<file path="config.mk">
export PLATFORM = sky130hd
export DESIGN_NAME = stage_fetch_flat
export DESIGN_NICKNAME = d
export VERILOG_FILES = /design/src/rtl/stage_fetch_pkg.sv /design/src/rtl/stage_fetch_if.sv /design/src/rtl/stage_fetch_fifo.sv /design/src/rtl/stage_fetch.sv /design/src/flat_wrapper.sv
export SDC_FILE = /design/constraint.sdc
export NUM_CORES = 1
export LEC_CHECK = 0
export CAP_MARGIN = 20
export CELL_PAD_IN_SITES_DETAIL_PLACEMENT = 0
export CELL_PAD_IN_SITES_GLOBAL_PLACEMENT = 1
export CORE_UTILIZATION = 44
export DETAILED_ROUTE_END_ITERATION = 7
export PLACE_DENSITY = 0.89
export REMOVE_ABC_BUFFERS = 1
export SKIP_CTS_REPAIR_TIMING = 1
export SYNTH_ARGS = -nofsm -noshare
export SYNTH_HDL_FRONTEND = slang
export SYNTH_HIERARCHICAL = 1
export SYNTH_SLANG_ARGS = --single-unit
</file>
<file path="constraint.sdc">
create_clock -name clk -period 10.2 [get_ports clk]
set_input_delay 3.06 -clock clk [delete_from_list [all_inputs] [get_ports clk]]
set_output_delay 3.06 -clock clk [all_outputs]
set_load 0.02 [all_outputs]
</file>
<file path="src/rtl/stage_fetch_pkg.sv">
// Shared fetch-stage constants and the instruction-buffer entry layout.
// Optional feature macro used by this slice: FETCH_ALIGN_CHECK_EN.
package stage_fetch_pkg;

    localparam int unsigned XLEN   = 32;
    localparam int unsigned INSN_W = 32;

    localparam logic [XLEN-1:0] RESET_PC_DEFAULT = 32'h0000_0000;
    localparam logic [XLEN-1:0] PC_INC           = 32'd4;

    typedef struct packed {
        logic [XLEN-1:0]   pc;
        logic [INSN_W-1:0] insn;
    } fetch_entry_t;

endpackage

</file>
<file path="src/rtl/stage_fetch_if.sv">
// Instruction-memory request/response bus between the fetch stage and imem.
interface stage_fetch_if;
    import stage_fetch_pkg::*;

    logic              imem_req_valid;
    logic              imem_req_ready;
    logic [XLEN-1:0]   imem_req_addr;
    logic              imem_resp_valid;
    logic [INSN_W-1:0] imem_resp_data;

    modport master (
        output imem_req_valid,
        output imem_req_addr,
        input  imem_req_ready,
        input  imem_resp_valid,
        input  imem_resp_data
    );

    modport slave (
        input  imem_req_valid,
        input  imem_req_addr,
        output imem_req_ready,
        output imem_resp_valid,
        output imem_resp_data
    );

endinterface

</file>
<file path="src/rtl/stage_fetch_fifo.sv">
// fetch_fifo: small synchronous FIFO with flush; flush beats push and pop.
module fetch_fifo #(
    parameter int unsigned DEPTH = 2,
    parameter int unsigned WIDTH = 32,
    localparam int unsigned CNT_W = $clog2(DEPTH + 1)
) (
    input  logic             clk,
    input  logic             reset,
    input  logic             flush_i,
    input  logic             push_i,
    input  logic [WIDTH-1:0] data_i,
    input  logic             pop_i,
    output logic [WIDTH-1:0] data_o,
    output logic [CNT_W-1:0] count_o
);

    localparam int unsigned PTR_W = (DEPTH > 1) ? $clog2(DEPTH) : 1;

    logic [WIDTH-1:0] mem_q [DEPTH];
    logic [PTR_W-1:0] rd_ptr_q, rd_ptr_d;
    logic [PTR_W-1:0] wr_ptr_q, wr_ptr_d;
    logic [CNT_W-1:0] count_q, count_d;
    logic             do_push, do_pop, full;

    function automatic logic [PTR_W-1:0] ptr_inc(input logic [PTR_W-1:0] p);
        return (p == PTR_W'(DEPTH - 1)) ? '0 : p + PTR_W'(1);
    endfunction

    assign full    = (count_q == CNT_W'(DEPTH));
    assign do_push = push_i & ~flush_i;
    assign do_pop  = pop_i & ~flush_i & (count_q != '0);

    always_comb begin
        rd_ptr_d = rd_ptr_q;
        wr_ptr_d = wr_ptr_q;
        count_d  = count_q;
        if (flush_i) begin
            rd_ptr_d = '0;
            wr_ptr_d = '0;
            count_d  = '0;
        end else begin
            if (do_push) wr_ptr_d = ptr_inc(wr_ptr_q);
            if (do_pop)  rd_ptr_d = ptr_inc(rd_ptr_q);
            count_d = count_q + CNT_W'(do_push) - CNT_W'(do_pop);
        end
    end

    always_ff @(posedge clk) begin
        if (reset) begin
            rd_ptr_q <= '0;
            wr_ptr_q <= '0;
            count_q  <= '0;
        end else begin
            rd_ptr_q <= rd_ptr_d;
            wr_ptr_q <= wr_ptr_d;
            count_q  <= count_d;
        end
    end

    always_ff @(posedge clk) begin
        if (do_push) mem_q[wr_ptr_q] <= data_i;
    end

    assign data_o  = mem_q[rd_ptr_q];
    assign count_o = count_q;

    // Owners size their credits so a push never lands on a full, non-popping FIFO.
    a_no_overflow: assert property (@(posedge clk) disable iff (reset)
        !(do_push && full && !do_pop));

endmodule

</file>
<file path="src/rtl/stage_fetch.sv">
// Fetch stage: PC generation, imem request issue with credit control, instruction buffer.
// Optional misaligned-redirect fault when FETCH_ALIGN_CHECK_EN is defined.
module stage_fetch
    import stage_fetch_pkg::*;
#(
    parameter logic [XLEN-1:0] RESET_PC        = RESET_PC_DEFAULT,
    parameter int unsigned     MAX_OUTSTANDING = 2,
    parameter int unsigned     BUF_DEPTH       = 2
) (
    input  logic              clk,
    input  logic              reset,
    stage_fetch_if.master     imem,
    input  logic              mem_redirect,
    input  logic [XLEN-1:0]   mem_redirect_pc,
    input  logic              de_stall,
    output logic              de_valid,
    output logic [INSN_W-1:0] de_insn,
    output logic [XLEN-1:0]   de_pc,
    output logic              fe_fault
);

    localparam int unsigned CW      = $clog2(MAX_OUTSTANDING + BUF_DEPTH + 1) + 1;
    localparam int unsigned TAG_CW  = $clog2(MAX_OUTSTANDING + 1);
    localparam int unsigned IBUF_CW = $clog2(BUF_DEPTH + 1);

    logic [XLEN-1:0]    pc_q, pc_d;
    logic [CW-1:0]      drop_q, drop_d;
    logic               fault_q, fault_d;

    logic [TAG_CW-1:0]  tag_count;
    logic [XLEN-1:0]    tag_pc;
    logic [IBUF_CW-1:0] ibuf_count;
    fetch_entry_t       ibuf_in, ibuf_head;

    logic [CW-1:0]      outst, live;
    logic               issue_ok, accept, resp_live;
    logic               redirect_bad;
    logic [XLEN-1:0]    redirect_tgt;

`ifdef FETCH_ALIGN_CHECK_EN
    assign redirect_bad = mem_redirect & (mem_redirect_pc[1:0] != 2'b00);
    assign redirect_tgt = mem_redirect_pc;
`else
    assign redirect_bad = 1'b0;
    assign redirect_tgt = mem_redirect_pc & ~32'h3;
`endif

    // The tag queue holds exactly one entry per accepted, unanswered request.
    assign outst = CW'(tag_count);
    assign live  = outst - drop_q + CW'(ibuf_count);

    assign issue_ok = ~reset & ~mem_redirect & ~fault_q
                    & (outst < CW'(MAX_OUTSTANDING))
                    & (live < CW'(BUF_DEPTH));
    assign accept   = issue_ok & imem.imem_req_ready;

    assign imem.imem_req_valid = issue_ok;
    assign imem.imem_req_addr  = pc_q;

    assign resp_live = imem.imem_resp_valid & (drop_q == '0) & ~mem_redirect;

    always_comb begin
        pc_d    = pc_q;
        drop_d  = drop_q;
        fault_d = fault_q | redirect_bad;
        if (mem_redirect) begin
            pc_d   = redirect_tgt;
            drop_d = outst - CW'(imem.imem_resp_valid);
        end else begin
            if (accept) pc_d = pc_q + PC_INC;
            if (imem.imem_resp_valid && (drop_q != '0)) drop_d = drop_q - CW'(1);
        end
    end

    always_ff @(posedge clk) begin
        if (reset) begin
            pc_q    <= RESET_PC;
            drop_q  <= '0;
            fault_q <= 1'b0;
        end else begin
            pc_q    <= pc_d;
            drop_q  <= drop_d;
            fault_q <= fault_d;
        end
    end

    // Tags are never flushed: stale responses still retire their own tag.
    fetch_fifo #(
        .DEPTH (MAX_OUTSTANDING),
        .WIDTH (XLEN)
    ) u_tag_fifo (
        .clk     (clk),
        .reset   (reset),
        .flush_i (1'b0),
        .push_i  (accept),
        .data_i  (pc_q),
        .pop_i   (imem.imem_resp_valid),
        .data_o  (tag_pc),
        .count_o (tag_count)
    );

    assign ibuf_in = '{pc: tag_pc, insn: imem.imem_resp_data};

    fetch_fifo #(
        .DEPTH (BUF_DEPTH),
        .WIDTH ($bits(fetch_entry_t))
    ) u_ibuf (
        .clk     (clk),
        .reset   (reset),
        .flush_i (mem_redirect),
        .push_i  (resp_live),
        .data_i  (ibuf_in),
        .pop_i   (~de_stall),
        .data_o  (ibuf_head),
        .count_o (ibuf_count)
    );

    assign de_valid = (ibuf_count != '0);
    assign de_insn  = ibuf_head.insn;
    assign de_pc    = ibuf_head.pc;
    assign fe_fault = fault_q;

endmodule

</file>
<file path="src/flat_wrapper.sv">
// flat-port wrapper written by rule: the top's interface ports become plain ports
module stage_fetch_flat import stage_fetch_pkg::*;
#(
    parameter logic [XLEN-1:0] RESET_PC        = RESET_PC_DEFAULT,
    parameter int unsigned     MAX_OUTSTANDING = 2,
    parameter int unsigned     BUF_DEPTH       = 2
)
  (clk, reset, mem_redirect, mem_redirect_pc, de_stall, de_valid, de_insn, de_pc, fe_fault, imem_imem_req_valid, imem_imem_req_addr, imem_imem_req_ready, imem_imem_resp_valid, imem_imem_resp_data);
  stage_fetch_if imem_i ();
  input  logic clk;
  input  logic reset;
  input  logic mem_redirect;
  input  logic [XLEN-1:0] mem_redirect_pc;
  input  logic de_stall;
  output logic de_valid;
  output logic [INSN_W-1:0] de_insn;
  output logic [XLEN-1:0] de_pc;
  output logic fe_fault;
  output wire logic [$bits(imem_i.imem_req_valid)-1:0] imem_imem_req_valid;
  output wire logic [$bits(imem_i.imem_req_addr)-1:0] imem_imem_req_addr;
  input wire logic [$bits(imem_i.imem_req_ready)-1:0] imem_imem_req_ready;
  input wire logic [$bits(imem_i.imem_resp_valid)-1:0] imem_imem_resp_valid;
  input wire logic [$bits(imem_i.imem_resp_data)-1:0] imem_imem_resp_data;
  assign imem_imem_req_valid = imem_i.imem_req_valid;
  assign imem_imem_req_addr = imem_i.imem_req_addr;
  assign imem_i.imem_req_ready = imem_imem_req_ready;
  assign imem_i.imem_resp_valid = imem_imem_resp_valid;
  assign imem_i.imem_resp_data = imem_imem_resp_data;
  stage_fetch #(.RESET_PC(RESET_PC), .MAX_OUTSTANDING(MAX_OUTSTANDING), .BUF_DEPTH(BUF_DEPTH)) u_core (.clk(clk), .reset(reset), .imem(imem_i), .mem_redirect(mem_redirect), .mem_redirect_pc(mem_redirect_pc), .de_stall(de_stall), .de_valid(de_valid), .de_insn(de_insn), .de_pc(de_pc), .fe_fault(fe_fault));
endmodule
</file>
==> flow_metrics.env <==
export IMPL_status="finished, final reports clean"
export IMPL_p_leak_nw=4.060
export IMPL_routed_wl_um=20590
export IMPL_antenna_found_initial=1
export IMPL_async_flop_share=0
export IMPL_ys_warn_count=6
export IMPL_synth_top_family_by_area="multiplexers"
export IMPL_die_h_um=150.7
export IMPL_seq_power_share=0.523
export IMPL_firstDrtPassIters=5
export IMPL_core_area_um2=21760
export IMPL_postLayoutCoreUtil=0.5685
export IMPL_slew_violations=0
export IMPL_port_buffers=163
export IMPL_holdWs_ps=536.5
export IMPL_critPathTopFamily="buffers and inverters"
export IMPL_fin_crit_ps=7845
export IMPL_ant_nets=0
export IMPL_grt_max_degree=65
export IMPL_critical_path_arrival_ps=4790
export IMPL_synth_simple_area_share=0.08085
export IMPL_max_slew_margin=0.3726
export IMPL_grt_pass1_vias=5875
export IMPL_vdd_drop_max_v=0.00008310
export IMPL_grt_usage=0.1793
export IMPL_pre_cts_slack_ps=2376
export IMPL_clock_sinks=236
export IMPL_die_area_um2=22720
export IMPL_wl_per_cell_um=18.43
export IMPL_synth_cells=648
export IMPL_syn_area_um2=9734
export IMPL_synthMuxAreaShare=0.1162
export IMPL_crit_path_max_fanout=44
export IMPL_synth_distinct_cells=63
export IMPL_tritoncts="yes"
export IMPL_max_stage_delay_ps=640
export IMPL_synth_top_area_frac=0.5923
export IMPL_grt_overflow_total=0
export IMPL_fp_row_count=54
export IMPL_p_clk_frac=0.410
export IMPL_cts_root_buf="clkbuf_16"
export IMPL_clk_path_buf_depth=3
export IMPL_min_path_type="reg2reg"
export IMPL_switching_share=0.2110
export IMPL_gp_congestion=0.8173
export IMPL_grt_pass1_wl_um=31370
export IMPL_pwr_share_comb=0.067
export IMPL_pwr_density_cell_nw_per_um2=166.0
export IMPL_cp_start_kind="input pin"
export IMPL_grt_busiest_layer="met2"
export IMPL_synth_compound_area_frac=0.06427
export IMPL_synth_area_leaders="edfxtp_1 (59%), mux2_2 (11%), dfxtp_1 (9.0%), nand2_1 (2.0%), buf_6 (1.3%)"
export IMPL_p_int_mw=1.620
export IMPL_numCtsBuffers=25
export IMPL_skew_ps=9.974
export IMPL_dp_cells=1070
export IMPL_ys_seq_elements=236
export IMPL_end_kind="output pin"
export IMPL_io_pins=169
export IMPL_synth_largest_area_cell="edfxtp_1"
export IMPL_vias=6027
export IMPL_grt_use_met2=0.3007
export IMPL_seq_area_frac_synth=0.6828
export IMPL_stdcell_count=1117
export IMPL_timing_final_crit_share=0.7691
export IMPL_crit_chain="buf_2 -> nor4_4 -> nand2_1 -> nor3_1 -> clkdlybuf4s50_1"
export IMPL_rsz0062_at_grt="false"
export IMPL_clock_latency_ps=510
export IMPL_synth_ff_type="edfxtp_1"
export IMPL_clk_pin_slew_worst_paths_ps=60
export IMPL_worst_pin_slew_ps=941.1
export IMPL_hpwl_um=12510
export IMPL_drive_above_1_share=0.1830
export IMPL_cp_slowest_cell="clkdlybuf4s50_1"
export IMPL_setup_slack_ps=2355
export IMPL_nets=900
export IMPL_h_tree_depth=1
export IMPL_drt_initial_drc_count=401
export IMPL_finalHoldViolCount=0
export IMPL_drv_cap=0
export IMPL_switchingPower_mw=0.4332
export IMPL_fin_tns_setup_ps=0
export IMPL_cp_required_ps=7140
export IMPL_drc_errors=0
export IMPL_viasPerCell=5.396
export IMPL_die_w_um=150.7
export IMPL_clock_fmax_ghz=0.1275
export IMPL_syn_avg_cell_area_um2=15.02
export IMPL_grt_use_met1=0.2326
export IMPL_syn_to_final_growth_pct=27.06
export IMPL_path_buf_inv=2
export IMPL_synth_adder_area_share=0.01568
export IMPL_setup_violations=0
export IMPL_initial_utilization=0.4474
export IMPL_crit_type="in2out"
export IMPL_synth_edff_count=192
export IMPL_use_met3=0.03545
export IMPL_synthXorXnorAreaFrac=0.008098
==> area by class of cell <==
cell class	instances	area [um2]
clock inverters	9	68.82
clock buffers	35	693.2
inverters	21	78.83
well taps	280	350.3
repair buffers	171	1705
flip-flops and latches	236	6651
diodes	1	2.502
fillers	1773	9388
multi-input cells	364	2818
==> layer usage <==
layer  up-vias  share of wire
met5         -              0
met2       223           0.48
met4         0          0.021
met1      2941           0.43
met3        31          0.071
li1       2832              -
==> final timing paths <==
kind | startpoint | to | slack (ps) | cells past startpoint
setup / recovery | reset | imem_imem_req_valid | 2350 | 5
hold reg to reg | u_core/imem.imem_req_addr[31] | u_core/u_tag_fifo/mem_q[1][31] | 540 | 0
hold / removal | u_core/imem.imem_req_addr[31] | u_core/u_tag_fifo/mem_q[1][31] | 540 | 0
setup reg to reg | u_core/u_tag_fifo/count_o[1] | u_core/u_tag_fifo/mem_q[1][26] | 5910 | 10
==> per-stage QoR <==
step | power [mW] | area [um2]
floorplan | 1.154 | 9530
global placement | 1.227 | 11560
detailed placement | 1.232 | 11560
CTS | 2.072 | 12330
global route | 2.122 | 12370
finish | 2.053 | 12370
==> power by group through the flow <==
stage	combinational, mW	clock [mW]	sequential, mW
finish	0.138	0.841	1.07
global route	0.149	0.896	1.08
CTS	0.138	0.860	1.07
detailed placement	0.137	0	1.09
global placement	0.134	0	1.09
floorplan	0.0557	0	1.10
==> sequential cells by signal, summed over array words and instances, names as in the netlist, named ones only <==
| signal | cells |
|---|---|
| u_core/u_tag_fifo/rd_ptr_q | 1 |
| u_core/drop_q | 4 |
| u_core/u_tag_fifo/mem_q | 64 |
| u_core/u_ibuf/wr_ptr_q | 1 |
| u_core/u_ibuf/count_o | 2 |
| u_core/u_ibuf/mem_q | 128 |
| u_core/imem.imem_req_addr | 30 |
| u_core/u_tag_fifo/wr_ptr_q | 1 |
| u_core/u_tag_fifo/count_o | 2 |
| u_core/u_ibuf/rd_ptr_q | 1 |
==> cells in the mapped netlist (8+ instances only) <==
library cell	instances
a21oi_1	18
a31oi_1	10
buf_6	11
clkbuf_1	15
dfxtp_1	44
edfxtp_1	192
ha_1	9
inv_1	19
mux2_2	94
nand2_1	53
nand3_1	8
nand4_1	11
nor2_1	19
nor3_1	11
o22ai_1	14
o31a_1	11
==> cell families (layout without fill, tap and decap cells) <==
logic type	Yosys count	in the layout
DFF	236	236
AOI/OAI and AO/OA	90	90
and+or+nand+nor	145	145
other	1	9
muxes	101	101
adders and majority gates	11	11
xor gates and xnor gates	9	9
buffers and inverters	55	236
==> cell usage in the layout (no fill, tap or decap), drive strengths merged, types with 4 or more instances in the layout <==
| cell | instances |
|---|---|
| xnor2 | 5 |
| o21ai | 6 |
| edfxtp | 192 |
| nand3 | 9 |
| or4 | 6 |
| clkdlybuf4s50 | 161 |
| nor3b | 4 |
| mux2 | 96 |
| and2 | 4 |
| or3 | 7 |
| dfxtp | 44 |
| buf | 10 |
| mux2i | 5 |
| inv | 20 |
| conb | 8 |
| nand4 | 12 |
| nor2 | 19 |
| and3 | 4 |
| o22ai | 14 |
| a21oi | 18 |
| clkinv | 9 |
| o311ai | 5 |
| a31oi | 11 |
| ha | 9 |
| nor4 | 7 |
| xor2 | 4 |
| o31a | 11 |
| nor3 | 11 |
| nand2 | 53 |
| clkbuf | 35 |
(Power assumes the default switching activity.)
